### src/rtl/vram_console.sv
// Purpose: turns a byte stream into VRAM writes for a 40x30 text screen (cursor, wrap, control codes, clears).
// Latency: the write for an accepted byte is on vram_* in the cycle after the transfer edge.
// Backpressure: in_ready is low throughout a row blank or full-screen clear and high otherwise.
module vram_console #(
  parameter int          COLS = 40,
  parameter int          ROWS = 30,
  parameter logic [7:0]  FILL = 8'h20
) (
  input  logic        clk,
  input  logic        reset,
  input  logic [7:0]  in_data,
  input  logic        in_valid,
  output logic        in_ready,
  output logic [10:0] vram_waddr,
  output logic [7:0]  vram_wdata,
  output logic        vram_we,
  output logic [5:0]  cursor_x,
  output logic [4:0]  cursor_y
);

  localparam int          TOTAL    = COLS * ROWS;
  localparam logic [5:0]  LAST_COL = 6'(COLS - 1);
  localparam logic [4:0]  LAST_ROW = 5'(ROWS - 1);
  localparam logic [10:0] ROW_STEP = 11'(COLS);
  // Counters run one past the last write so the idle return lands in the
  // cycle after the final fill write, not on top of it.
  localparam logic [11:0] CLR_END  = 12'(TOTAL);
  localparam logic [11:0] LINE_END = 12'(COLS);

  localparam logic [7:0] CH_CR = 8'h0D;
  localparam logic [7:0] CH_LF = 8'h0A;
  localparam logic [7:0] CH_BS = 8'h08;
  localparam logic [7:0] CH_FF = 8'h0C;

  typedef enum logic [1:0] {
    S_CLEAR   = 2'd0,
    S_IDLE    = 2'd1,
    S_LINECLR = 2'd2
  } state_t;

  state_t      state_q, state_d;
  logic [11:0] cnt_q, cnt_d;
  logic [5:0]  x_q, x_d;
  logic [4:0]  y_q, y_d;
  logic [10:0] row_base_q, row_base_d;
  logic        we_q, we_d;
  logic [10:0] addr_q, addr_d;
  logic [7:0]  data_q, data_d;

  logic        xfer;
  logic [4:0]  adv_y;
  logic [10:0] adv_row_base;
  logic [10:0] cur_addr;
  logic [10:0] bs_addr;
  logic [5:0]  x_dec;

  assign in_ready = (state_q == S_IDLE);
  assign xfer     = in_valid && in_ready;

  // Row advance wraps to the top; row_base tracks y*COLS without a multiplier.
  assign adv_y        = (y_q == LAST_ROW) ? 5'd0  : y_q + 5'd1;
  assign adv_row_base = (y_q == LAST_ROW) ? 11'd0 : row_base_q + ROW_STEP;

  assign x_dec    = x_q - 6'd1;
  assign cur_addr = row_base_q + {5'd0, x_q};
  assign bs_addr  = row_base_q + {5'd0, x_dec};

  // Next-state, cursor and write-port decode; vram_we defaults low every cycle.
  always_comb begin
    state_d    = state_q;
    cnt_d      = cnt_q;
    x_d        = x_q;
    y_d        = y_q;
    row_base_d = row_base_q;
    we_d       = 1'b0;
    addr_d     = addr_q;
    data_d     = data_q;

    case (state_q)
      S_CLEAR: begin
        if (cnt_q < CLR_END) begin
          we_d   = 1'b1;
          addr_d = cnt_q[10:0];
          data_d = FILL;
          cnt_d  = cnt_q + 12'd1;
        end else begin
          state_d = S_IDLE;
          cnt_d   = 12'd0;
        end
      end

      S_LINECLR: begin
        if (cnt_q < LINE_END) begin
          we_d   = 1'b1;
          addr_d = row_base_q + cnt_q[10:0];
          data_d = FILL;
          cnt_d  = cnt_q + 12'd1;
        end else begin
          state_d = S_IDLE;
          cnt_d   = 12'd0;
        end
      end

      S_IDLE: begin
        if (xfer) begin
          case (in_data)
            CH_CR: begin
              x_d = 6'd0;
            end

            CH_LF: begin
              // First blank cell goes out on the transfer edge itself.
              x_d        = 6'd0;
              y_d        = adv_y;
              row_base_d = adv_row_base;
              we_d       = 1'b1;
              addr_d     = adv_row_base;
              data_d     = FILL;
              cnt_d      = 12'd1;
              state_d    = S_LINECLR;
            end

            CH_BS: begin
              if (x_q != 6'd0) begin
                x_d    = x_dec;
                we_d   = 1'b1;
                addr_d = bs_addr;
                data_d = FILL;
              end
            end

            CH_FF: begin
              // Clear sweep starts at address 0 on the transfer edge.
              x_d        = 6'd0;
              y_d        = 5'd0;
              row_base_d = 11'd0;
              we_d       = 1'b1;
              addr_d     = 11'd0;
              data_d     = FILL;
              cnt_d      = 12'd1;
              state_d    = S_CLEAR;
            end

            default: begin
              we_d   = 1'b1;
              addr_d = cur_addr;
              data_d = in_data;
              if (x_q < LAST_COL) begin
                x_d = x_q + 6'd1;
              end else begin
                // Character occupies this edge; the new row is blanked afterwards.
                x_d        = 6'd0;
                y_d        = adv_y;
                row_base_d = adv_row_base;
                cnt_d      = 12'd0;
                state_d    = S_LINECLR;
              end
            end
          endcase
        end
      end

      default: begin
        state_d = S_CLEAR;
        cnt_d   = 12'd0;
      end
    endcase
  end

  // State and output registers; reset aborts any fill and restarts the clear at 0.
  always_ff @(posedge clk or posedge reset) begin
    if (reset) begin
      state_q    <= S_CLEAR;
      cnt_q      <= 12'd0;
      x_q        <= 6'd0;
      y_q        <= 5'd0;
      row_base_q <= 11'd0;
      we_q       <= 1'b0;
      addr_q     <= 11'd0;
      data_q     <= 8'd0;
    end else begin
      state_q    <= state_d;
      cnt_q      <= cnt_d;
      x_q        <= x_d;
      y_q        <= y_d;
      row_base_q <= row_base_d;
      we_q       <= we_d;
      addr_q     <= addr_d;
      data_q     <= data_d;
    end
  end

  assign vram_we    = we_q;
  assign vram_waddr = addr_q;
  assign vram_wdata = data_q;
  assign cursor_x   = x_q;
  assign cursor_y   = y_q;

endmodule

### config.mk
export PLATFORM = sky130hd
export DESIGN_NAME = vram_console
export DESIGN_NICKNAME = d
export VERILOG_FILES = /design/src/rtl/vram_console.sv
export SDC_FILE = /design/constraint.sdc
export NUM_CORES = 1
export LEC_CHECK = 0
export ABC_AREA = 1
export BUFFER_PORTS_ARGS = -buffer_cell sky130_fd_sc_hd__buf_2
export CAP_MARGIN = 25
export CORE_ASPECT_RATIO = 0.75
export CORE_UTILIZATION = 45
export DETAILED_ROUTE_END_ITERATION = 8
export GPL_ROUTABILITY_DRIVEN = 1
export MAX_ROUTING_LAYER = met4
export PLACE_DENSITY_LB_ADDON = 0.15
export SETUP_SLACK_MARGIN = 0.3
export SLEW_MARGIN = 20
export SYNTH_ARGS = -nofsm -noshare
export SYNTH_HDL_FRONTEND = slang
export SYNTH_SLANG_ARGS = --single-unit
### constraint.sdc
create_clock -name clk -period 4.7 [get_ports clk]
set_input_delay 0 -clock clk [delete_from_list [all_inputs] [get_ports clk]]
set_output_delay 0 -clock clk [all_outputs]
set_load 0.005 [all_outputs]
* Yosys cells after proc, flatten, opt, wreduce, memory -nomap -nowiden *
Cells that the tools add are included.

word-level totals
  word-level logic and storage cells = 90
  output and inout bits = 32
  register bits = 56

operators by class
  multiplexer cells = 39
  equal/unequal tests = 19
  magnitude comparators = 3
  reduce and logical (&&, ||, !) cells = 12
  $add $sub $neg = 8
  bitwise operators = 1

operators by type and width
  cell                                                                     count
  11-bit 2-to-1 mux                                                        6
  11-bit case mux with 3 select lines                                      2
  12-bit 2-to-1 mux                                                        4
  8-bit case mux with 3 select lines                                       2
  11-bit case mux with 4 select lines                                      1
  12-bit case mux with 3 select lines                                      1
  8-bit by 4-bit equality test with 1-bit output (second input constant)   4
  8-bit 2-to-1 mux                                                         4
  12-bit case mux with 2 select lines                                      1
  11-bit by 6-bit adder with 11-bit output                                 2
  5-bit case mux with 3 select lines                                       1
  2-bit inequality test (second input constant)                            7
  12-bit by 1-bit adder with 12-bit output (second input constant)         1
  12-bit by 11-bit < comparator with 1-bit output (second input constant)  1
  12-bit by 6-bit < comparator with 1-bit output (second input constant)   1
  6-bit 2-to-1 mux                                                         2
  2-bit case mux with 3 select lines                                       2
  6-bit case mux with 2 select lines                                       1
  11-bit adder                                                             1
  11-bit by 6-bit adder with 11-bit output (second input constant)         1
  5-bit 2-to-1 mux                                                         2
  2-bit 2-to-1 mux                                                         4
  6-bit by 1-bit adder with 6-bit output (second input constant)           1
  6-bit < comparator (second input constant)                               1
  other kinds (23)                                                         29

* Longest topological paths before layout *
Gate-level depths: netlist (run 1).

  depth in word-level cells = 6
  depth in mapped cells = 21
  gate-level depth less buffers = 21

* Worst setup path before layout (run 1) *
No wires, ideal clock.

  path type = register -> register
  start point = register x_q[0], in the netlist cursor_x[0]
  end point = register addr_q[9], in the netlist vram_waddr[9]
  cell stages (with the launch flop) = 18
  required time = 4,584 ps
  buffers on the path = 0
  setup time = 116 ps
  arrival time = 2,227 ps
  path slack = 2,356 ps
  period minus slack after synthesis = 2,344 ps
  path through = dfrtp_1 -> inv_1 -> ha_1 -> nand3_1 -> xor2_1 -> nor2_1 -> o21bai_1 -> ha_1 -> nand2_1 -> nand2_1 -> a21boi_0 -> nand2_1 -> nand3_1 -> nand3_1 -> nand2_1 -> nand3_1 -> nand2_1 -> nand2_1

on the way
  longest elaborated chain between the ends = 6

RTL lines
  element                                      line  text
  start: declaration                           43    logic [5:0] x_q, x_d;
  start signal: assignment                     175   x_q <= 6'd0;
  start signal: assignment                     184   x_q <= x_d;
  6-bit by 1-bit subtractor with 6-bit output  64    assign x_dec = x_q - 6'd1;
  11-bit by 6-bit adder with 11-bit output     66    assign bs_addr = row_base_q + {5'd0, x_dec};
  11-bit 2-to-1 mux                            124   if (x_q != 6'd0) begin
  11-bit case mux with 4 select lines          106   case (in_data)
  11-bit 2-to-1 mux                            105   if (xfer) begin
  11-bit case mux with 3 select lines          79    case (state_q)
  end signal: assignment                       188   addr_q <= addr_d;
  end: declaration                             47    logic [10:0] addr_q, addr_d;

Parallel ways exist; a longest one is shown, timed or not. The select of a mux whose other input is x is not followed.
A chain may end at the register's enable or synchronous reset.

* Worst setup path in the final report (run 1) *
  start point = input port in_data[5]
  end point = register addr_q[10], in the netlist vram_waddr[10]

on the way
  longest elaborated chain between the ends = 4

RTL lines
  element                                         line  text
  start: declaration                              11    input logic [7:0] in_data,
  8-bit by 4-bit equality test with 1-bit output  106
  11-bit case mux with 4 select lines             106
  11-bit 2-to-1 mux                               105
  11-bit case mux with 3 select lines             79

Parallel ways exist; a longest one is shown, timed or not. The select of a mux whose other input is x is not followed.

==> results of run 1 <==
## layer usage
layer / up-vias / part of all wire [%]
li1: 2369 / -
met1: 2200 / 52
met2: 178 / 41
met3: 9 / 6.8
met4: 0 / 0.69
met5: - / 0
## cell usage after synthesis, drive strengths merged
cell type,count
o31ai,2
xor2,6
ha,30
inv,83
mux2i,1
a21o,2
xnor2,6
dfrtp,56
o211ai,1
a21oi,17
o21ai,40
nand4,13
clkinv,1
a22oi,5
o21bai,6
a31oi,1
nand3b,2
buf,12
clkbuf,3
o22ai,4
nand3,94
or2,6
fa,2
a21boi,3
nand2,207
nor3,8
nor2,89
## report_power, final
| part | leakage (nW) | switching [mW] | internal (mW) | total (mW) |
|---|---|---|---|---|
| combinational | 2.01 | 0.0222 | 0.0122 | 0.0344 |
| clock | 0.0798 | 0.185 | 0.251 | 0.437 |
| sequential | 0.649 | 0 | 0.481 | 0.481 |
| total | 2.74 | 0.208 | 0.745 | 0.952 |
## cell usage in the layout (no fill, tap or decap), types with 17 or more instances in the layout
master	instances
nand3_1	90
inv_1	72
dfrtp_1	56
nor2_1	80
ha_1	30
o21ai_0	21
a21oi_1	17
buf_2	42
nand2_1	198
o21ai_1	18
## registers in the layout, summed over array words and instances (netlist names)
signal and count:
cursor_y 5, row_base_q 11, cnt_q 12, state_q 2, vram_we 1, vram_wdata 8, vram_waddr 11, cursor_x 6
## through the flow
step	utilization (%)	hold WS (ns)	cells
floorplan	-	0.130	700
global placement	50.3	0.247	860
detailed placement	50.3	0.258	860
CTS	52.9	0.288	877
global route	52.9	0.341	877
finish	52.9	0.305	877
## cells by family (layout without fill, tap and decap cells)
family	after synthesis	after routing	synth area share, %
compound gates	81	81	10.0
flops	56	56	29.9
buf+inv	99	144	8.76
xor+xnor	12	12	2.24
simple gates	419	419	40.0
mux	1	1	0.214
fa+ha+maj	32	32	8.87
## final cells by class
type	count	area, sq um
repair buffers	52	308
inverters	84	315
fillers	990	4660
flip-flops and latches	56	1400
multi-input cells	545	2870
clock inverters	3	42.5
clock buffers	5	125
well taps	132	165
## path summary, 6_finish.rpt
kind / depth (start not counted) / from / slack [ns] / to
max: 21 / in_data[5] / 1.87 / vram_waddr[10]$_DFFE_PP0P_
min: 5 / in_valid / 0.30 / cursor_y[3]$_DFFE_PP0P_
max reg2reg: 17 / cursor_x[2]$_DFFE_PP0P_ / 1.93 / vram_waddr[10]$_DFFE_PP0P_
min reg2reg: 2 / vram_waddr[4]$_DFFE_PP0P_ / 0.48 / vram_waddr[4]$_DFFE_PP0P_
max in group asynchronous: 4 / reset / 3.73 / cnt_q[9]$_DFFE_PP0P_
min in group asynchronous: 4 / reset / 0.44 / vram_waddr[2]$_DFFE_PP0P_
## critical path, cell delays in order
cell	delay (ns)
dlygate4sd3_1	0.54
buf_2	0.14
nor2_1	0.12
nand2_2	0.10
inv_2	0.08
nand2_2	0.08
nor2_8	0.16
inv_1	0.15
nor2_1	0.18
o21bai_1	0.15
ha_1	0.31
a21oi_1	0.34
nand2_1	0.11
nand2_1	0.09
nand2_1	0.05
nand2_1	0.05
nand3_1	0.06
nand3_1	0.09
nand3_1	0.09
nand2_1	0.08
nand2_1	0.04
## repair_timing
item                      CTS  global route
hold buffers                9             0
hold endpoints to repair   64             0
setup buffers               0             0
==> reports/qor.csv, run 1 <==
stage;metric;value;unit
finish;design_area;0.00523;sq mm
logic_synthesis;synth_area;0.00468;sq mm
placed_design;place_congestion;0.955;
die;start_util;47.4;%
timing;layout_setup_ws;1.87;ns
die;die_w;120;um
timing;fmax;354;MHz
drt;ant_nets;0;
timing;tns;0;ns
timing;fin_crit;2.83;ns
logic_synthesis;ys_ff_latch;56;
global_routing;grt_usage;26.0;%
clocking;clock_path_buffers;2;
placed_design;dp.final_hpwl;10300;um
die;row_count;31;
global_routing;grt_max_degree;57;
finish;area_growth;11.6;%
timing;timing.final.crit_share;60.1;%
logic_synthesis;yosysUniqueCellTypes;41;
placed_design;port-buffer-count;42;
hold_path;hp-class;in2reg;
die;ios;43;
setup_path;path_max_fanout;9;
logic_synthesis;avgSynthCellArea;6.69;sq um
global_routing;grt_use_met1;39.7;%
clocking;clkSinkCount;56;
timing;skew;0.00748;ns
power_and_ir_drop;p_per_area;182;mW/mm^2
drt;drtIter0Drc;463;
clocking;clk_latency;0.30;ns
clocking;cts_root_buf;clkbuf_16;
finish;diodes;0;
outcome;status;complete, no violations;
timing;setup-violations-final;0;
drt;wire_per_inst;15.3;um
global_routing;grtUsageMet2;35.8;%
drt;vias_per_cell;5.42;
global_routing;grt_pass1_wl;21600;um
finish;layout.nets;787;
setup_path;cp-start-kind;input pin;
placed_design;place_area;0.00497;sq mm
clocking;htreeDepth;2;
drt;drt-total-wl;13400;um
logic_synthesis;yosysTopAreaCell;dfrtp_1;
setup_path;setup.worst_path.end_class;flip-flop;
logic_synthesis;synth.area.top_cells;dfrtp_1 (30%), nand2_1 (16%), nand3_1 (9.6%);
setup_path;crit_type;in2reg;
clocking;post_cts_resize_count;0;
timing;finalMaxSlewViolations;0;
die;die_area;0.0108;sq mm
setup_path;worstPathArrival;3.02;ns
setup_path;crit_required;4.89;ns
finish;drive_above_1_share;12.1;%
clocking;cts_tree;yes;
logic_synthesis;synth_fp_nets;743;
clocking;numCtsBuffers;5;
timing;relSlewSlack;42.4;%
global_routing;antenna_found_initial;0;
power_and_ir_drop;power.total;952;uW
power_and_ir_drop;p_leak;2.74;nW
timing;grt_setup_unrepaired;no;
logic_synthesis;synth_top_area_share;29.9;%
logic_synthesis;syn_inst;700;
logic_synthesis;synth_warnings;0;
die;coreArea;0.00989;sq mm
drt;drtPass1Iterations;5;
drt;post-route-drc-count;0;
clocking;clk_pin_slew_worst_paths;0.07;ns
placed_design;dpl_worst_slack;1.99;ns
job;maxCapViolCount;0;
drt;vias;4756;
die;die_h;90.4;um
power_and_ir_drop;irDropWorstVdd;0.000135;V
global_routing;grt.met3_usage;4.80;%
timing;worst-slew-pin-transition;0.864;ns
logic_synthesis;yosysSeqAreaShare;29.9;%
global_routing;top_usage_layer;met1;
timing;finalHoldViolations;0;
global_routing;grt_pass1_vias;4180;
global_routing;overflow;0;
Note: power is estimated with default switching activity, not from simulation.
==> run 2: changes to the inputs <==
==> constraint.sdc (replaced) <==
create_clock -name clk -period 2.9 [get_ports clk]
set_input_delay 0 -clock clk [delete_from_list [all_inputs] [get_ports clk]]
set_output_delay 0 -clock clk [all_outputs]
set_load 0.005 [all_outputs]
==> reports/qor.csv, run 2 (synthesis results as in run 1) <==
stage;metric;value;unit;change
outcome;status;complete, no violations;;
power_and_ir_drop;irDropWorstVdd;0.000212;V;+57%
finish;final_common_cell;nand2_1;;
global_routing;grt_pass1_wl;21800;um;+1.2%
clocking;cts_root_buf;clkbuf_16;;
drt;wire_per_inst;15.5;um;+1.2%
timing;relSlewSlack;53.1;%;+11 points
drt;dr.max_layer_used;met4;;
timing;finalHoldViolations;0;;unchanged
clocking;numCtsBuffers;5;;unchanged
clocking;cts_tree;yes;;
drt;post-route-drc-count;0;;unchanged
drt;drtPass1Iterations;5;;unchanged
timing;grt_setup_unrepaired;no;;
placed_design;dpl.cell_count;864;;+0.47%
die;start_util;47.4;%;unchanged
clocking;clk_latency;0.30;ns;about the same
job;maxCapViolCount;0;;unchanged
drt;wl_met3;1020;um;+11%
clocking;clock_path_buffers;2;;unchanged
drt;routed-wl-met2;5690;um;+4.3%
finish;drive_above_1_share;19.5;%;+7.4 points
setup_path;r2r_end;vram_waddr[5]$_DFFE_PP0P_;;
timing;hold_slack;0.00159;ns;-0.303 ns
placed_design;place_congestion;0.907;;-5.1%
drt;ant_nets;0;;unchanged
drt;vias_per_cell;5.40;;-0.41%
drt;vias;4850;;+2.0%
setup_path;ff2ff_setup_slack;0.37;ns;-1.56 ns
timing;finalMaxSlewViolations;0;;unchanged
finish;area_growth;18.6;%;
die;die_w;120;um;unchanged
setup_path;setup.worst_path.end_class;flip-flop;;
setup_path;worstPathArrival;2.77;ns;-0.25 ns
finish;fin_util;56.2;%;+3.3 points
hold_path;hold_path_startpoint;in_data[0];;
global_routing;grt_usage;26.4;%;+0.41 points
global_routing;antenna_found_initial;0;;unchanged
die;die_area;0.0108;sq mm;unchanged
timing;fmax;396;MHz;
timing;worst-slew-pin-transition;0.703;ns;-0.160 ns
power_and_ir_drop;p_per_area;265;mW/mm^2;+46%
setup_path;crit_type;reg2reg;;
global_routing;grt_pass1_vias;4117;;-1.5%
clocking;htreeDepth;2;;unchanged
drt;drtIter0Drc;547;;+18%
setup_path;rr_startpoint;cursor_x[0]$_DFFE_PP0P_;;
die;die_h;90.4;um;unchanged
placed_design;dp.final_hpwl;10500;um;+1.7%
hold_path;min_to;vram_wdata[0]$_DFFE_PP0P_;;
drt;wl_met1;7090;um;+2.0%
global_routing;grt_max_degree;42;;-26%
timing;fin_crit;2.53;ns;
setup_path;crit_required;3.15;ns;-1.74 ns
finish;design_area;0.00556;sq mm;+6.3%
finish;largest-register;cnt_q;;
clocking;clkSinkCount;56;;unchanged
placed_design;port-buffer-count;42;;unchanged
timing;timing.final.crit_share;87.1;%;
timing;setup-violations-final;0;;unchanged
die;ios;43;;unchanged
die;row_count;31;;unchanged
setup_path;r2r_cells;16;;-1
drt;drt-total-wl;13900;um;+3.6%
global_routing;overflow;0;;unchanged
finish;final_cell_mix;nand2_1 (192), nand3_1 (85), nor2_1 (77), inv_1 (66), dfrtp_1 (54);;
timing;tns;0;ns;unchanged
clocking;clk_pin_slew_worst_paths;0.08;ns;about the same
finish;largest_reg_flops;12;;unchanged
power_and_ir_drop;p_leak;2.84;nW;+3.7%
setup_path;cp-start-kind;flip-flop;;
finish;diodes;0;;unchanged
hold_path;hp-class;in2reg;;
die;coreArea;0.00989;sq mm;unchanged
hold_path;whs_path_depth;3;;-2
finish;layoutNonFillerInstCount;898;;+2.4%
timing;skew;0.00573;ns;-0.00175 ns
placed_design;place_area;0.00500;sq mm;+0.60%
finish;layout.nets;808;;+2.7%
setup_path;path_max_fanout;5;;-4
## run 2: cell types whose count changed in the layout (fill, tap and decap cells not counted), sizes merged
cell         previous run  this run
buf                    43        65
bufinv                  1         0
clkinv                  2         1
clkinvlp                1         2
dlygate4sd3             9         8
inv                    83        84
## run 2: power breakdown
group	switching [mW]	total (mW)	internal (mW)
registers	0	0.780	0.780
logic	0.0373	0.0571	0.0198
clock network	0.309	0.637	0.329
## run 2: worst max-delay path, cell delays in order, from the launching register on
cell and delay (ns):
dfrtp_1 0.45, inv_4 0.12, ha_4 0.15, nand3_2 0.06, xor2_1 0.14, nor2_1 0.07
o21bai_4 0.21, ha_4 0.28, nand2_2 0.06, or2_2 0.30, nand3_1 0.07, nand2_1 0.06
nand3_1 0.11, nand3_2 0.10, nand3_2 0.12, nand2_1 0.09, nand2_1 0.06
## run 2: layer usage
layer / vias to the layer above / GRT usage, %
met5: - / -
met4: 0 / 3.13
met3: 9 / 3.54
met2: 191 / 35.4
met1: 2247 / 42.4
li1: 2403 / -
## run 2: final cells by class
class	count	area, sq um
timing repair buffer	73	463
tap	132	165
inverter	84	329
sequential	56	1400
multi-input combinational	545	3040
clock inverter	3	27.5
fill	974	4330
clock buffer	5	125
## run 2: worst max path at each step
stage / startpoint / to / slack (ns)
final: cursor_x[0]$_DFFE_PP0P_ / vram_waddr[5]$_DFFE_PP0P_ / 0.37
after global routing: cursor_x[4]$_DFFE_PP0P_ / vram_waddr[9]$_DFFE_PP0P_ / 0.26
after CTS: cursor_x[2]$_DFFE_PP0P_ / vram_waddr[10]$_DFFE_PP0P_ / 0.30
after detailed placement: cursor_x[0]$_DFFE_PP0P_ / vram_waddr[9]$_DFFE_PP0P_ / 0.18
after global placement: cursor_x[0]$_DFFE_PP0P_ / vram_waddr[9]$_DFFE_PP0P_ / 0.24
after floorplan: cursor_x[0]$_DFFE_PP0P_ / vram_waddr[9]$_DFFE_PP0P_ / 0.56
## run 2: timing repair
action                     4_1_cts  5_1_grt
pin swaps                        2       20
setup endpoints to repair        5        8
hold buffers                     8        0
cloned                           0        0
setup buffers                    1       17
gates resized for setup          9       38
hold endpoints to repair        22        0
## run 2: metrics by stage
step	power, mW	setup WS (ns)
after floorplan	0.823	0.556
after global placement	0.842	0.243
after detailed placement	0.844	0.183
after CTS	1.49	0.300
after global routing	1.54	0.260
final	1.47	0.373
